$ cat src/rtl/calc_input_sequencer_if.sv
// calc_if: bundle between the command sequencer and its neighbours.
//   Receiver side : rx_valid, rx_data
//   ALU side      : alu_start/alu_ready request handshake, alu_op/alu_a/alu_b
//                   operands, alu_done/alu_result/alu_error completion
//   Display side  : result, result_valid strobe, buf_clear strobe
//   Status        : busy, error, state
// modport master : the sequencer (drives ALU request, result and status)
// modport slave  : the environment (receiver, ALU, display)
interface calc_if #(
  parameter int WIDTH = 16
);
  logic             rx_valid;
  logic [7:0]       rx_data;
  logic             alu_start;
  logic             alu_ready;
  logic [1:0]       alu_op;
  logic [WIDTH-1:0] alu_a;
  logic [WIDTH-1:0] alu_b;
  logic             alu_done;
  logic [WIDTH-1:0] alu_result;
  logic             alu_error;
  logic [WIDTH-1:0] result;
  logic             result_valid;
  logic             buf_clear;
  logic             busy;
  logic             error;
  logic [2:0]       state;

  modport master (
    input  rx_valid, rx_data, alu_ready, alu_done, alu_result, alu_error,
    output alu_start, alu_op, alu_a, alu_b, result, result_valid,
           buf_clear, busy, error, state
  );

  modport slave (
    output rx_valid, rx_data, alu_ready, alu_done, alu_result, alu_error,
    input  alu_start, alu_op, alu_a, alu_b, result, result_valid,
           buf_clear, busy, error, state
  );
endinterface

$ cat src/rtl/calc_input_sequencer.sv
// calc_input_sequencer: parses ASCII keys from the UART receiver into
// operand A, operator, operand B; runs the start/ready/done handshake with
// the ALU; publishes the result with a one-cycle strobe and issues
// display-buffer clear pulses.
// Ports:
//   clk    - system clock
//   reset  - asynchronous, active-low reset
//   bus    - calc_if.master (receiver bytes, ALU handshake, display, status)
// Parameters: WIDTH (operand width), MAX_DIGITS (digits kept per operand),
//   TIMEOUT_CYC (WAIT watchdog limit).
// Optional feature: define TIMEOUT_WATCHDOG_EN to enable the WAIT-state
//   watchdog; without it WAIT holds until alu_done.
module calc_input_sequencer #(
  parameter int WIDTH       = 16,
  parameter int MAX_DIGITS  = 4,
  parameter int TIMEOUT_CYC = 1024
) (
  input  logic   clk,
  input  logic   reset,
  calc_if.master bus
);

  typedef enum logic [2:0] {
    S_IDLE = 3'd0,
    S_OPA  = 3'd1,
    S_OPB  = 3'd2,
    S_EXEC = 3'd3,
    S_WAIT = 3'd4,
    S_SHOW = 3'd5,
    S_ERR  = 3'd6
  } state_t;

  localparam int                 CW  = $clog2(MAX_DIGITS + 1);
  localparam logic [WIDTH-1:0]   SAT = '1;
  localparam logic [WIDTH+3:0]   TEN = (WIDTH+4)'(10);
  localparam logic [CW-1:0]      CNT_MAX = CW'(MAX_DIGITS);

  state_t           r_state, w_state_nxt;
  logic             r_rx_valid_q;
  logic [WIDTH-1:0] r_a, r_b, r_result;
  logic [WIDTH-1:0] w_a_nxt, w_b_nxt, w_result_nxt;
  logic [1:0]       r_op, w_op_nxt;
  logic [CW-1:0]    r_cnt, w_cnt_nxt;
  logic             r_pend_clr, w_pend_nxt;
  logic             r_result_valid, w_rv_nxt;
  logic             r_buf_clear, w_bc_nxt;

  // acc*10 + d computed 4 bits wider so overflow is visible, then clamped
  function automatic logic [WIDTH-1:0] acc_digit(input logic [WIDTH-1:0] acc,
                                                 input logic [3:0] d);
    logic [WIDTH+3:0] t;
    t = ({4'd0, acc} * TEN) + {{WIDTH{1'b0}}, d};
    return (t > {4'd0, SAT}) ? SAT : t[WIDTH-1:0];
  endfunction

  // ---------------------------------------------------------------- decode
  logic       w_take, w_is_digit, w_is_op, w_is_eq, w_is_clr, w_acc_ok;
  logic [1:0] w_op_code;
  logic [3:0] w_digit;

  assign w_take     = bus.rx_valid & ~r_rx_valid_q;
  assign w_is_digit = w_take && (bus.rx_data >= 8'h30) && (bus.rx_data <= 8'h39);
  assign w_is_op    = w_take && ((bus.rx_data == 8'h2B) || (bus.rx_data == 8'h2D) ||
                                 (bus.rx_data == 8'h2A) || (bus.rx_data == 8'h2F));
  assign w_is_eq    = w_take && ((bus.rx_data == 8'h3D) || (bus.rx_data == 8'h0D));
  assign w_is_clr   = w_take && ((bus.rx_data == 8'h43) || (bus.rx_data == 8'h63));
  // ASCII '0'..'9' carry the digit value in the low nibble
  assign w_digit    = bus.rx_data[3:0];
  assign w_acc_ok   = (r_cnt != CNT_MAX);

  always_comb begin
    w_op_code = 2'd0;
    case (bus.rx_data)
      8'h2B:   w_op_code = 2'd0;
      8'h2D:   w_op_code = 2'd1;
      8'h2A:   w_op_code = 2'd2;
      8'h2F:   w_op_code = 2'd3;
      default: w_op_code = 2'd0;
    endcase
  end

  // -------------------------------------------------------------- watchdog
  logic w_timeout;
`ifdef TIMEOUT_WATCHDOG_EN
  localparam int TW = $clog2(TIMEOUT_CYC + 1);
  logic [TW-1:0] r_wd;

  // Held at zero outside WAIT, so it restarts on every WAIT entry
  always_ff @(posedge clk or negedge reset) begin
    if (!reset)                r_wd <= '0;
    else if (r_state != S_WAIT) r_wd <= '0;
    else                       r_wd <= r_wd + 1'b1;
  end

  assign w_timeout = (r_state == S_WAIT) && (r_wd == TW'(TIMEOUT_CYC - 1));
`else
  // Watchdog compiled out; this is a constant 0
  assign w_timeout = (TIMEOUT_CYC < 0);
`endif

  // ------------------------------------------------------- next-state logic
  logic w_pend_eff;
  // A clear arriving in the same cycle as alu_done still counts as pending
  assign w_pend_eff = r_pend_clr | w_is_clr;

  always_comb begin
    w_state_nxt  = r_state;
    w_a_nxt      = r_a;
    w_b_nxt      = r_b;
    w_op_nxt     = r_op;
    w_cnt_nxt    = r_cnt;
    w_result_nxt = r_result;
    w_pend_nxt   = r_pend_clr;
    w_rv_nxt     = 1'b0;
    w_bc_nxt     = 1'b0;

    case (r_state)
      S_IDLE, S_OPA, S_OPB, S_SHOW, S_ERR: begin
        if (w_is_clr) begin
          w_a_nxt     = '0;
          w_b_nxt     = '0;
          w_cnt_nxt   = '0;
          w_pend_nxt  = 1'b0;
          w_bc_nxt    = 1'b1;
          w_state_nxt = S_IDLE;
        end else begin
          case (r_state)
            S_IDLE: begin
              if (w_is_digit) begin
                w_a_nxt     = {{(WIDTH-4){1'b0}}, w_digit};
                w_cnt_nxt   = CW'(1);
                w_state_nxt = S_OPA;
              end
            end
            S_OPA: begin
              if (w_is_digit && w_acc_ok) begin
                w_a_nxt   = acc_digit(r_a, w_digit);
                w_cnt_nxt = r_cnt + 1'b1;
              end else if (w_is_op) begin
                w_op_nxt    = w_op_code;
                w_b_nxt     = '0;
                w_cnt_nxt   = '0;
                w_state_nxt = S_OPB;
              end
            end
            S_OPB: begin
              if (w_is_digit && w_acc_ok) begin
                w_b_nxt   = acc_digit(r_b, w_digit);
                w_cnt_nxt = r_cnt + 1'b1;
              end else if (w_is_op && (r_cnt == '0)) begin
                // operator typo fix before any B digit
                w_op_nxt = w_op_code;
              end else if (w_is_eq && (r_cnt != '0)) begin
                w_state_nxt = S_EXEC;
              end
            end
            S_SHOW: begin
              if (w_is_digit) begin
                w_a_nxt     = {{(WIDTH-4){1'b0}}, w_digit};
                w_b_nxt     = '0;
                w_cnt_nxt   = CW'(1);
                w_state_nxt = S_OPA;
              end else if (w_is_op) begin
                // chain: previous result becomes operand A
                w_a_nxt     = r_result;
                w_op_nxt    = w_op_code;
                w_b_nxt     = '0;
                w_cnt_nxt   = '0;
                w_state_nxt = S_OPB;
              end
            end
            default: ;  // S_ERR: only a clear leaves
          endcase
        end
      end

      S_EXEC: begin
        if (w_is_clr) w_pend_nxt = 1'b1;
        // alu_start is asserted throughout EXEC
        if (bus.alu_ready) w_state_nxt = S_WAIT;
      end

      S_WAIT: begin
        if (w_is_clr) w_pend_nxt = 1'b1;
        if (bus.alu_done || w_timeout) begin
          if (w_pend_eff) begin
            w_a_nxt     = '0;
            w_b_nxt     = '0;
            w_cnt_nxt   = '0;
            w_pend_nxt  = 1'b0;
            w_bc_nxt    = 1'b1;
            w_state_nxt = S_IDLE;
          end else if (!bus.alu_done || bus.alu_error) begin
            w_state_nxt = S_ERR;
          end else begin
            w_result_nxt = bus.alu_result;
            w_rv_nxt     = 1'b1;
            w_state_nxt  = S_SHOW;
          end
        end
      end

      default: w_state_nxt = S_IDLE;
    endcase
  end

  // -------------------------------------------------------------- registers
  always_ff @(posedge clk or negedge reset) begin
    if (!reset) begin
      r_state        <= S_IDLE;
      r_rx_valid_q   <= 1'b0;
      r_a            <= '0;
      r_b            <= '0;
      r_op           <= '0;
      r_cnt          <= '0;
      r_result       <= '0;
      r_pend_clr     <= 1'b0;
      r_result_valid <= 1'b0;
      r_buf_clear    <= 1'b0;
    end else begin
      r_state        <= w_state_nxt;
      r_rx_valid_q   <= bus.rx_valid;
      r_a            <= w_a_nxt;
      r_b            <= w_b_nxt;
      r_op           <= w_op_nxt;
      r_cnt          <= w_cnt_nxt;
      r_result       <= w_result_nxt;
      r_pend_clr     <= w_pend_nxt;
      r_result_valid <= w_rv_nxt;
      r_buf_clear    <= w_bc_nxt;
    end
  end

  // ---------------------------------------------------------------- outputs
  // Decoded straight from the state register so async reset drops it at once
  assign bus.alu_start    = (r_state == S_EXEC);
  assign bus.alu_op       = r_op;
  assign bus.alu_a        = r_a;
  assign bus.alu_b        = r_b;
  assign bus.result       = r_result;
  assign bus.result_valid = r_result_valid;
  assign bus.buf_clear    = r_buf_clear;
  assign bus.busy         = (r_state == S_EXEC) || (r_state == S_WAIT);
  assign bus.error        = (r_state == S_ERR);
  assign bus.state        = r_state;

endmodule
$ cat src/flat_wrapper.sv
// flat-port wrapper written by rule: the top's interface ports become plain ports
module calc_input_sequencer_flat 
#(
  parameter int WIDTH       = 16,
  parameter int MAX_DIGITS  = 4,
  parameter int TIMEOUT_CYC = 1024
)
  (clk, reset, bus_rx_valid, bus_rx_data, bus_alu_ready, bus_alu_done, bus_alu_result, bus_alu_error, bus_alu_start, bus_alu_op, bus_alu_a, bus_alu_b, bus_result, bus_result_valid, bus_buf_clear, bus_busy, bus_error, bus_state);
  calc_if #(.WIDTH(WIDTH)) bus_i ();
  input  logic clk;
  input  logic reset;
  input wire logic [$bits(bus_i.rx_valid)-1:0] bus_rx_valid;
  input wire logic [$bits(bus_i.rx_data)-1:0] bus_rx_data;
  input wire logic [$bits(bus_i.alu_ready)-1:0] bus_alu_ready;
  input wire logic [$bits(bus_i.alu_done)-1:0] bus_alu_done;
  input wire logic [$bits(bus_i.alu_result)-1:0] bus_alu_result;
  input wire logic [$bits(bus_i.alu_error)-1:0] bus_alu_error;
  output wire logic [$bits(bus_i.alu_start)-1:0] bus_alu_start;
  output wire logic [$bits(bus_i.alu_op)-1:0] bus_alu_op;
  output wire logic [$bits(bus_i.alu_a)-1:0] bus_alu_a;
  output wire logic [$bits(bus_i.alu_b)-1:0] bus_alu_b;
  output wire logic [$bits(bus_i.result)-1:0] bus_result;
  output wire logic [$bits(bus_i.result_valid)-1:0] bus_result_valid;
  output wire logic [$bits(bus_i.buf_clear)-1:0] bus_buf_clear;
  output wire logic [$bits(bus_i.busy)-1:0] bus_busy;
  output wire logic [$bits(bus_i.error)-1:0] bus_error;
  output wire logic [$bits(bus_i.state)-1:0] bus_state;
  assign bus_i.rx_valid = bus_rx_valid;
  assign bus_i.rx_data = bus_rx_data;
  assign bus_i.alu_ready = bus_alu_ready;
  assign bus_i.alu_done = bus_alu_done;
  assign bus_i.alu_result = bus_alu_result;
  assign bus_i.alu_error = bus_alu_error;
  assign bus_alu_start = bus_i.alu_start;
  assign bus_alu_op = bus_i.alu_op;
  assign bus_alu_a = bus_i.alu_a;
  assign bus_alu_b = bus_i.alu_b;
  assign bus_result = bus_i.result;
  assign bus_result_valid = bus_i.result_valid;
  assign bus_buf_clear = bus_i.buf_clear;
  assign bus_busy = bus_i.busy;
  assign bus_error = bus_i.error;
  assign bus_state = bus_i.state;
  calc_input_sequencer #(.WIDTH(WIDTH), .MAX_DIGITS(MAX_DIGITS), .TIMEOUT_CYC(TIMEOUT_CYC)) u_core (.clk(clk), .reset(reset), .bus(bus_i));
endmodule
$ cat config.mk
export PLATFORM = sky130hd
export DESIGN_NAME = calc_input_sequencer_flat
export DESIGN_NICKNAME = d
export VERILOG_FILES = /design/src/rtl/calc_input_sequencer_if.sv /design/src/rtl/calc_input_sequencer.sv /design/src/flat_wrapper.sv
export SDC_FILE = /design/constraint.sdc
export NUM_CORES = 1
export LEC_CHECK = 0
export ABC_CLOCK_PERIOD_IN_PS = 6900
export CORE_ASPECT_RATIO = 1.75
export CORE_UTILIZATION = 46
export DETAILED_ROUTE_END_ITERATION = 6
export PLACE_DENSITY = 0.8
export SYNTH_ARGS = -nofsm -noshare
export SYNTH_HDL_FRONTEND = slang
export SYNTH_SLANG_ARGS = --single-unit
$ cat constraint.sdc
create_clock -name clk -period 6.9 [get_ports clk]
set_input_delay 1.38 -clock clk [delete_from_list [all_inputs] [get_ports clk]]
set_output_delay 1.38 -clock clk [all_outputs]
set_load 0.05 [all_outputs]
# Word level (Yosys, flattened, before mapping)
# Index checks and enable logic that the tools add are counted.
# word_totals
regBits,60
in_bits,30
out_inout_bits,58
# classes
n_addsub,3
n_mul,2
order_cmp,4
eq_ne,34
muxes,61
n_bitwise,6
n_reduce_logical,30
# op_table
cell,n
two-way mux 16 bit,14
case mux 16 bit (3 select lines),2
case mux 16 bit (2 select lines),2
two-way mux 3 bit,18
adder 20 x 4 -> 20 bit,2
"equality test 8 x 6 -> 1 bit, second input constant",5
"greater-than comparator 20 x 16 -> 1 bit, second input constant",2
"multiplier 16 x 3 -> 19 bit, second input constant",2
case mux 3 bit (4 select lines),2
"equality test 8 x 7 -> 1 bit, second input constant",2
"!= test 4 x 2 -> 1 bit, second input constant",4
AND reduction 7 bit,2
two-way mux 2 bit,6
"!= test 4 x 3 -> 1 bit, second input constant",3
case mux 2 bit (3 select lines),2
AND reduction 6 bit,2
two-way mux 1 bit,11
"!= test 2 bit, second input constant",5
"!= test 5 x 1 -> 1 bit, second input constant",2
"equality test 3 bit, second input constant",3
case mux 3 bit (3 select lines),1
nonzero test 3 bit,3
"equality test 8 x 4 -> 1 bit, second input constant",1
"greater-or-equal comparator 8 x 6 -> 1 bit, second input constant",1
other kinds (23),43

# Depth between registers and ports, before layout
# Gate-level depths: netlist (run 1).
# logic_depth
depth_word,11
ltp_mapped,14
depth_no_buf,13

# Worst setup path after synthesis (run 1)
# Ideal clock, no wire load.
# synth_timing
kind,register to register
start,register u_core.r_b[1] (netlist: u_core.bus.alu_b[1])
end,register u_core.r_b[11] (netlist: u_core.bus.alu_b[11])
setup_ns,0.124
t_arrival_ns,3.555
slack_ns,3.221
stages_incl_launch_ff,14
cell_sequence,dfrtp_1 -> ha_1 -> ha_1 -> inv_1 -> fa_1 -> and2b_1 -> o2111ai_2 -> a21boi_1 -> and4b_1 -> a211oi_2 -> nor4b_4 -> mux2_2 -> o31ai_1 -> nand2_1
# synth_between
elab_chain_len,8
# synth_lines
item,line,source
from (decl),calc_input_sequencer.sv:40,"logic [WIDTH-1:0] r_a, r_b, r_result;"
from (signal assigned),calc_input_sequencer.sv:224,r_b <= w_b_nxt;
multiplier 16 x 3 -> 19 bit *,calc_input_sequencer.sv:52,"t = ({4'd0, acc} * TEN) + {{WIDTH{1'b0}}, d};"
adder 20 x 4 -> 20 bit *,calc_input_sequencer.sv:52,
greater-than comparator 20 x 16 -> 1 bit,calc_input_sequencer.sv:53,"return (t > {4'd0, SAT}) ? SAT : t[WIDTH-1:0];"
two-way mux 16 bit *,calc_input_sequencer.sv:53,
two-way mux 16 bit *,calc_input_sequencer.sv:147,if (w_is_digit && w_acc_ok) begin
case mux 16 bit (3 select lines) *,calc_input_sequencer.sv:127,case (r_state)
two-way mux 16 bit *,calc_input_sequencer.sv:119,if (w_is_clr) begin
case mux 16 bit (2 select lines) *,calc_input_sequencer.sv:117,case (r_state)
# Every way passes the cells marked *; elsewhere a longest branch is shown, timed or not. The select of a mux whose other input is x is not followed.
# A chain may end at the register's enable or synchronous reset.

# Final worst setup path (run 1)
# layout_timing
start,input port bus_rx_valid
end,register u_core.r_state[0] (netlist: u_core.bus.state[0])
# layout_between
elab_chain_len,7
elab_cells_between_ends,25
# layout_lines
item,line,source
from (decl),flat_wrapper.sv:12,input wire logic [$bits(bus_i.rx_valid)-1:0] bus_rx_valid;
bitwise AND 1 bit *,calc_input_sequencer.sv:61,assign w_take = bus.rx_valid & ~r_rx_valid_q;
logical AND 1 bit (on tied branches),"calc_input_sequencer.sv:63, calc_input_sequencer.sv:62",
two-way mux 3 bit / logical AND 1 bit (equally long branches),--,
two-way mux 3 bit (on tied branches),--,
case mux 3 bit (4 select lines),calc_input_sequencer.sv:127,
two-way mux 3 bit,calc_input_sequencer.sv:119,
case mux 3 bit (3 select lines),calc_input_sequencer.sv:117,
to (signal assigned),calc_input_sequencer.sv:221,r_state <= w_state_nxt;
to (decl),calc_input_sequencer.sv:38,"state_t r_state, w_state_nxt;"
# Marks and branches as above.

==> run_results.csv, run 1 <==
group,metric,value,unit
worst_setup_path,timing.rr.end,"u_core.bus.alu_b[3]",
worst_setup_path,critPathMaxStageDelay,0.67,ns
power_and_ir_drop,p_leak,3.20,nW
routing,detail_routed_via_count_per_cell,6.11,
sta,finalSetupTns,0,ns
cts,total_number_of_h_tree_levels,3,
floorplan,io_pins,88,
worst_setup_path,setup.worst_path.end_class,"register",
cts,post_cts.resized_instances,0,
sta,max_slew.worst_pin.slew,0.874,ns
routing,wirelength,17200,um
worst_setup_path,cp_cell_sequence,"clkdlybuf4s50_1, nor2b_1, and4_1, nor2_1, nand2_1, nand2b_1, clkinv_1, a21oi_1, o21ai_0",
sta,final_period_minus_worst_setup_slack,4.51,ns
place,io_buffer_count,87,
synth,synth_top_cells_by_count,"nand2_1 (110), ha_1 (64), dfrtp_1 (60)",
worst_setup_path,critical_path.n_buffers_inverters,2,
synth,netlist.area_leader.share,26.1,%
cts,clk_root_buffer_cell,"clkbuf_16",
power_and_ir_drop,p_int,1.85,mW
synth,yosysMostFrequentCell,"nand2_1",
worst_setup_path,critical_path_start,"bus_rx_valid",
cts,clkSlewWorstSetupHoldPaths,0.05,ns
hold_path,worst_hold_path_type,"register to register",
layout,fillCellCount,1136,
power_and_ir_drop,peakVddDrop,394,uV
status,outcome,"completed",
synth,postSynthCellCount,703,
global_route,grt_pass1_vias,5911,
routing,antenna_left,0,
global_route,grt_max_degree,61,
sta,max_clock_freq,0.222,GHz
power_and_ir_drop,seq_power_share,17.5,%
synth,seq_cells_post_synth,60,
routing,vias,5824,
synth,synth-seq-area-share,26.1,%
synth,mappedNetlistNets,801,
worst_setup_path,required,7.10,ns
synth,post-synth-top-area-cell,"dfrtp_1",
floorplan,core_region_area,0.0121,mm2
place,detailed_place_hpwl,13200,um
cts,numCtsBuffers,9,
sta,grt_setup_unrepaired,"no",
worst_setup_path,crit-reg2reg-launch,"u_core.bus.alu_b[1]",
layout,nNetsFinal,881,
power_and_ir_drop,power_density,538,mW/mm2
synth,synth_area,0.00575,mm2
routing,drt-pass1-iter-count,5,
cts,clk_path_buf_depth,2,
global_route,grt_first_pass_wirelength,27000,um
floorplan,dieArea,0.0130,mm2
layout,finish.cell_count_without_fillers,953,
worst_setup_path,worst_path_arrival,4.72,ns
cts,insertion_delay,0.33,ns
floorplan,row_count,53,
routing,drtIter0Drc,338,
hold_path,holdPathStages,2,
worst_setup_path,maximum_fanout_count_along_the_critical_path,18,
worst_setup_path,rrSetupSlack,2.91,ns
synth,yosysWarningCount,0,
global_route,antenna_found_initial,0,
routing,avgRoutedWirePerCell,18.1,um
cts,tritoncts,"done",
routing,post-route-drc-count,0,
sta,fin_skew,0.00757,ns
floorplan,initial_utilization,47.6,%
place,place_inst,937,
place,placed_area,0.00675,mm2
layout,finish.utilization,58.8,%
sta,setup_violations,0,
sta,hold_viol,0,
global_route,grt-ovfl-total,0,
place,place.gp.congestion,0.938,
worst_setup_path,r2r_cells,13,
synth,synth_flop_cell,"dfrtp_1",
worst_setup_path,critical-path-top-delay-family,"simple AND/OR/NAND/NOR gates",
layout,syn_to_final_growth,23.5,%
synth,async_reset_ff_share,100,%
cts,post-cts-setup-buffers,0,
power_and_ir_drop,power.share.switching,51.6,%
global_route,grtUsageTotal,27.0,%
layout,design_area,0.00710,mm2
sta,timing.slew.headroom,41.3,%
synth,avgSynthCellArea,8.18,um2
sta,timing.final.max_slew_violations,0,
worst_setup_path,critical_path.slowest_cell,"clkinv_1",
power_and_ir_drop,total_switching_power,1.97,mW
sta,period_share,65.4,%
power_and_ir_drop,clkPwrFrac,14.0,%
worst_setup_path,criticalPathCategory,"primary input to register",
synth,number_of_flops_mapped_to_enable_cells_by_yosys,0,
cts,clock-sinks,60,
floorplan,dieHeight,150,um
power_and_ir_drop,comb_power_share,68.5,%
synth,synth_top_cells_by_area,"dfrtp_1 (26%), ha_1 (14%), nand2_1 (7.2%), a21oi_1 (4.4%), o21ai_0 (3.7%)",
worst_setup_path,timing.critical_path.from_type,"primary input",
hold_path,worst_hold_startpoint,"u_core.bus.alu_op[0]",
job,maxCapViolCount,0,
layout,drive_gt1_share,5.84,%
floorplan,die_width,86.5,um
layout,antenna_cells,0,
cts,cts_hold_repair.buffers,0,
synth,synth.distinct_cells,73,
hold_path,hold_end,"u_core.bus.alu_op[0]",
## cells by family after synthesis
group	after synthesis	synth area share [%]
fa+ha+maj	68	15.3
flops	60	26.1
mux	8	1.63
compound gates	207	24.3
simple gates	282	24.0
buf+inv	40	2.92
xor+xnor	38	5.79
## cells in the final DEF, fill, tap and decap left out, drive strengths merged, types with 6 or more instances in the layout
cell	n
nor3	18
nand3	19
nor2b	14
a21oi	51
ha	64
nand2b	8
or2	6
a211oi	6
xor2	16
o21ai	53
nand4	6
o211ai	9
a21o	14
and3	7
and2	8
nor2	54
inv	18
nand2	111
a22oi	16
xnor2	22
dfrtp	60
clkbuf	12
clkdlybuf4s50	86
o21a	6
nor4	7
o221ai	9
## worst max-delay path by stage
stage	slack, ns	to	depth (start not counted)
2_1_floorplan	3.22	u_core.bus.alu_b[11]	13
3_3_place_gp	2.17	u_core.bus.state[0]	9
3_5_place_dp	2.11	u_core.bus.state[0]	9
4_1_cts	2.44	u_core.bus.state[0]	9
5_1_grt	2.05	u_core.bus.state[0]	9
6_report	2.39	u_core.bus.state[0]	9
## power groups by stage
stage	logic (mW)	clock network [mW]	registers (mW)
6_report	2.62	0.535	0.668
5_1_grt	2.86	0.553	0.681
3_5_place_dp	2.59	0	0.666
3_3_place_gp	2.55	0	0.666
4_1_cts	2.61	0.535	0.663
2_1_floorplan	1.62	0	0.982
## metrics by stage
| stage | hold slack (ns) | power [mW] | setup slack, ns |
|---|---|---|---|
| after floorplan | 0.511 | 2.60 | 3.22 |
| after global placement | 0.468 | 3.22 | 2.17 |
| after detailed placement | 0.481 | 3.26 | 2.11 |
| after CTS | 0.493 | 3.81 | 2.44 |
| after global routing | 0.518 | 4.09 | 2.05 |
| final | 0.496 | 3.82 | 2.39 |
## layout make-up
cell class	instances	area, um2	share of cell area (%)
multi-input combinational	603	4080	57.5
sequential	60	1500	21.1
timing repair buffer	90	888	12.5
clock buffer	12	256	3.61
tap	165	206	2.91
clock inverter	4	95.1	1.34
inverter	19	71.3	1.00
## flip-flops by register name, indices dropped and copies added (netlist names)
name                     count
u_core.bus.state             3
u_core.bus.alu_op            2
u_core.r_cnt                 3
u_core.bus.result_valid      1
u_core.r_rx_valid_q          1
u_core.bus.buf_clear         1
u_core.r_pend_clr            1
u_core.bus.alu_b            16
u_core.bus.alu_a            16
u_core.bus.result           16
## worst min-delay path: stages (launching register included)
cell and delay (ns):
dfrtp_1 0.34, nand2_1 0.05, o21ai_0 0.07
## metal layers
metal	up-vias	track usage (%)	wire (um)
li1	2743	-	-
met1	2743	24.1	5830
met2	252	53.2	9580
met3	86	3.86	787
met4	0	19.6	1030
met5	-	0	0
No activity file was read; power rests on OpenSTA's default activity.
==> run 2, diff against run 1 <==
--- a/config.mk
+++ b/config.mk
@@ -5,7 +5,7 @@
 export SDC_FILE = /design/constraint.sdc
 export NUM_CORES = 1
 export LEC_CHECK = 0
-export ABC_CLOCK_PERIOD_IN_PS = 6900
+export ABC_CLOCK_PERIOD_IN_PS = 4200
 export CORE_ASPECT_RATIO = 1.75
 export CORE_UTILIZATION = 46
 export DETAILED_ROUTE_END_ITERATION = 6
==> constraint.sdc (replaced) <==
create_clock -name clk -period 4.2 [get_ports clk]
set_input_delay 0.84 -clock clk [delete_from_list [all_inputs] [get_ports clk]]
set_output_delay 0.84 -clock clk [all_outputs]
set_load 0.05 [all_outputs]
==> run 2 against run 1 <==
  * Sequential share of layout area is 0.15 points lower
  * Global-route usage is 0.30 points higher
  * Critical endpoint is now u_core.bus.alu_b[1]
  * Clock-buffer cell count stayed put
  * Largest power group unchanged
  * Die area stayed put
  * Non-clock buffer count is 13 higher
  * Cell count is 1.4% higher
  * Via count is 0.17% lower
  * Clock power is 41% higher
  * Flip-flop and latch count stayed put
  * Largest cell class unchanged
  * Combinational power is 67% higher
  * Wire length is 0.77% lower
==> run_results.csv, run 2 (synthesized netlist as in run 1, its figures left out) <==
group,metric,value,unit
worst_setup_path,setup.worst_path.end_class,"register",
place,detailed_place_hpwl,13500,um
layout,antenna_cells,0,
worst_setup_path,critical-path-top-delay-family,"simple AND/OR/NAND/NOR gates",
worst_setup_path,cp_cell_sequence,"ha_1, ha_1, inv_1, fa_1, and2b_1, o2111ai_2, nand3b_1, nor3b_1, nand4b_1, nor4b_4, mux2i_2, o221ai_1, nand2_1",
global_route,grt_max_degree,41,
routing,drt-pass1-iter-count,5,
routing,wl_met3,741,um
routing,drtIter0Drc,362,
worst_setup_path,timing.critical_path.from_type,"register",
floorplan,initial_utilization,47.6,%
layout,fillCellCount,1093,
cts,clock-sinks,60,
power_and_ir_drop,p_int,2.98,mW
sta,post-route-worst-setup-slack,0.368,ns
worst_setup_path,timing.rr.end,"u_core.bus.alu_b[1]",
cts,insertion_delay,0.34,ns
worst_setup_path,maximum_fanout_count_along_the_critical_path,9,
floorplan,io_pins,88,
sta,grt_setup_unrepaired,"no",
sta,max_clock_freq,0.261,GHz
sta,timing.slew.headroom,39.4,%
power_and_ir_drop,power.share.switching,52.0,%
global_route,grtUsageTotal,27.3,%
place,post-place-ws,0.239,ns
hold_path,worst_hold_path_type,"register to register",
routing,post-route-drc-count,0,
worst_setup_path,criticalPathCategory,"register to register",
layout,syn_to_final_growth,24.3,%
status,outcome,"completed",
cts,total_number_of_h_tree_levels,3,
power_and_ir_drop,report.power.total,6.22,mW
power_and_ir_drop,seq_power_share,17.6,%
floorplan,dieHeight,150,um
routing,antenna_left,0,
worst_setup_path,critPathMaxStageDelay,0.57,ns
sta,final_period_minus_worst_setup_slack,3.83,ns
power_and_ir_drop,total_switching_power,3.24,mW
cts,clk_path_buf_depth,2,
layout,finish.utilization,59.2,%
cts,post-cts-setup-buffers,0,
power_and_ir_drop,clkPwrFrac,12.1,%
hold_path,worst_hold_startpoint,"u_core.bus.alu_op[1]",
floorplan,core_region_area,0.0121,mm2
place,place.gp.congestion,0.917,
floorplan,dieArea,0.0130,mm2
cts,cts_hold_repair.buffers,0,
hold_path,holdPathStages,2,
place,io_buffer_count,87,
power_and_ir_drop,peakVddDrop,815,uV
worst_setup_path,r2r_cells,13,
sta,timing.final.max_slew_violations,0,
cts,tritoncts,"done",
worst_setup_path,crit-reg2reg-launch,"u_core.bus.alu_b[1]",
layout,mostFrequentLayoutCell,"nand2_1",
worst_setup_path,worst_path_arrival,4.10,ns
layout,highest_count_cells_in_the_layout_ignoring_fill_and_taps,"nand2_1 (110), clkdlybuf4s50_1 (86), ha_1 (64)",
cts,post_cts.resized_instances,0,
hold_path,hold_end,"u_core.bus.alu_op[1]",
cts,clk_root_buffer_cell,"clkbuf_16",
floorplan,die_width,86.5,um
worst_setup_path,most_common_cell_type_on_the_critical_path,"ha_1",
layout,finish.cell_count_without_fillers,966,
floorplan,row_count,53,
routing,top_layer_used,"met4",
power_and_ir_drop,comb_power_share,70.3,%
routing,wirelength_met1,5820,um
routing,detail_routed_via_count_per_cell,6.02,
job,maxCapViolCount,0,
power_and_ir_drop,power_density,870,mW/mm2
worst_setup_path,critical_path.slowest_cell,"mux2i_2",
worst_setup_path,required,4.47,ns
routing,vias,5814,
global_route,grt-ovfl-total,0,
global_route,antenna_found_initial,0,
sta,period_share,91.2,%
cts,clkSlewWorstSetupHoldPaths,0.05,ns
worst_setup_path,rrSetupSlack,0.37,ns
cts,numCtsBuffers,9,
routing,avgRoutedWirePerCell,17.7,um
routing,wirelength,17100,um
power_and_ir_drop,p_leak,3.24,nW
sta,finalSetupTns,0,ns
layout,drive_gt1_share,7.37,%
sta,fin_skew,0.00626,ns
global_route,grt_pass1_vias,5696,
global_route,grt_first_pass_wirelength,27200,um
sta,max_slew.worst_pin.slew,0.909,ns
sta,hold_viol,0,
routing,detailroute.wirelength.met2,9560,um
place,place_inst,950,
layout,nNetsFinal,894,
worst_setup_path,critical_path.n_buffers_inverters,1,
sta,setup_violations,0,
## run 2: cell count changes in the layout (fill, tap and decap cells not counted)
cell / delta
bufinv_16: -2
clkinv_2: +1
buf_4: +13
clkinvlp_4: +1
## run 2: final cells by class
cell class                      instances  area (um2)  share of cell area [%]
Multi-Input combinational cell        603        4080                    57.1
Sequential cell                        60        1500                    21.0
Timing Repair Buffer                  103         986                    13.8
Clock buffer                           12         256                    3.59
Tap cell                              165         206                    2.89
Inverter                               19        71.3                   0.997
Clock inverter                          4        47.5                   0.665
## run 2: per-layer routing
| metal | vias to the layer above | global-route usage, % |
|---|---|---|
| met2 | 196 | 54.2 |
| met5 | - | 0 |
| met4 | 0 | 16.7 |
| met3 | 78 | 4.36 |
| li1 | 2774 | - |
| met1 | 2766 | 25.0 |
## run 2: power groups by stage
stage | sequential [mW] | combinational (mW) | clock (mW)
3_3_place_gp | 1.10 | 4.27 | 0
4_1_cts | 1.09 | 4.36 | 0.759
5_1_grt | 1.13 | 4.75 | 0.786
6_report | 1.10 | 4.37 | 0.754
2_1_floorplan | 1.61 | 2.66 | 0
3_5_place_dp | 1.09 | 4.34 | 0
## run 2: through the flow
| stage | hold WS [ns] | cell area, um2 |
|---|---|---|
| 2_1_floorplan | 0.511 | 5750 |
| 3_3_place_gp | 0.468 | 6850 |
| 3_5_place_dp | 0.477 | 6850 |
| 4_1_cts | 0.489 | 7150 |
| 5_1_grt | 0.499 | 7150 |
| 6_report | 0.482 | 7150 |
## run 2: worst max path at each step
| stage | from | endpoint | slack (ns) | depth (start not counted) |
|---|---|---|---|---|
| 2_1_floorplan | u_core.bus.alu_b[1] | u_core.bus.alu_b[11] | 0.52 | 13 |
| 3_3_place_gp | bus_rx_data[5] | u_core.bus.alu_b[4] | 0.40 | 10 |
| 3_5_place_dp | bus_rx_data[5] | u_core.bus.alu_b[12] | 0.24 | 10 |
| 4_1_cts | u_core.bus.alu_b[1] | u_core.bus.alu_b[3] | 0.39 | 13 |
| 5_1_grt | u_core.bus.alu_b[1] | u_core.bus.alu_b[3] | 0.07 | 13 |
| 6_report | u_core.bus.alu_b[1] | u_core.bus.alu_b[1] | 0.37 | 13 |
## run 2: worst register-to-register path, delay by kind of cell (launching register included)
| kind | cells | cell delay (ns) |
|---|---|---|
| simple gates | 6 | 1.45 |
| fa+ha+maj | 3 | 0.88 |
| mux | 1 | 0.57 |
| flops | 1 | 0.45 |
| compound gates | 2 | 0.35 |
| buf+inv | 1 | 0.06 |
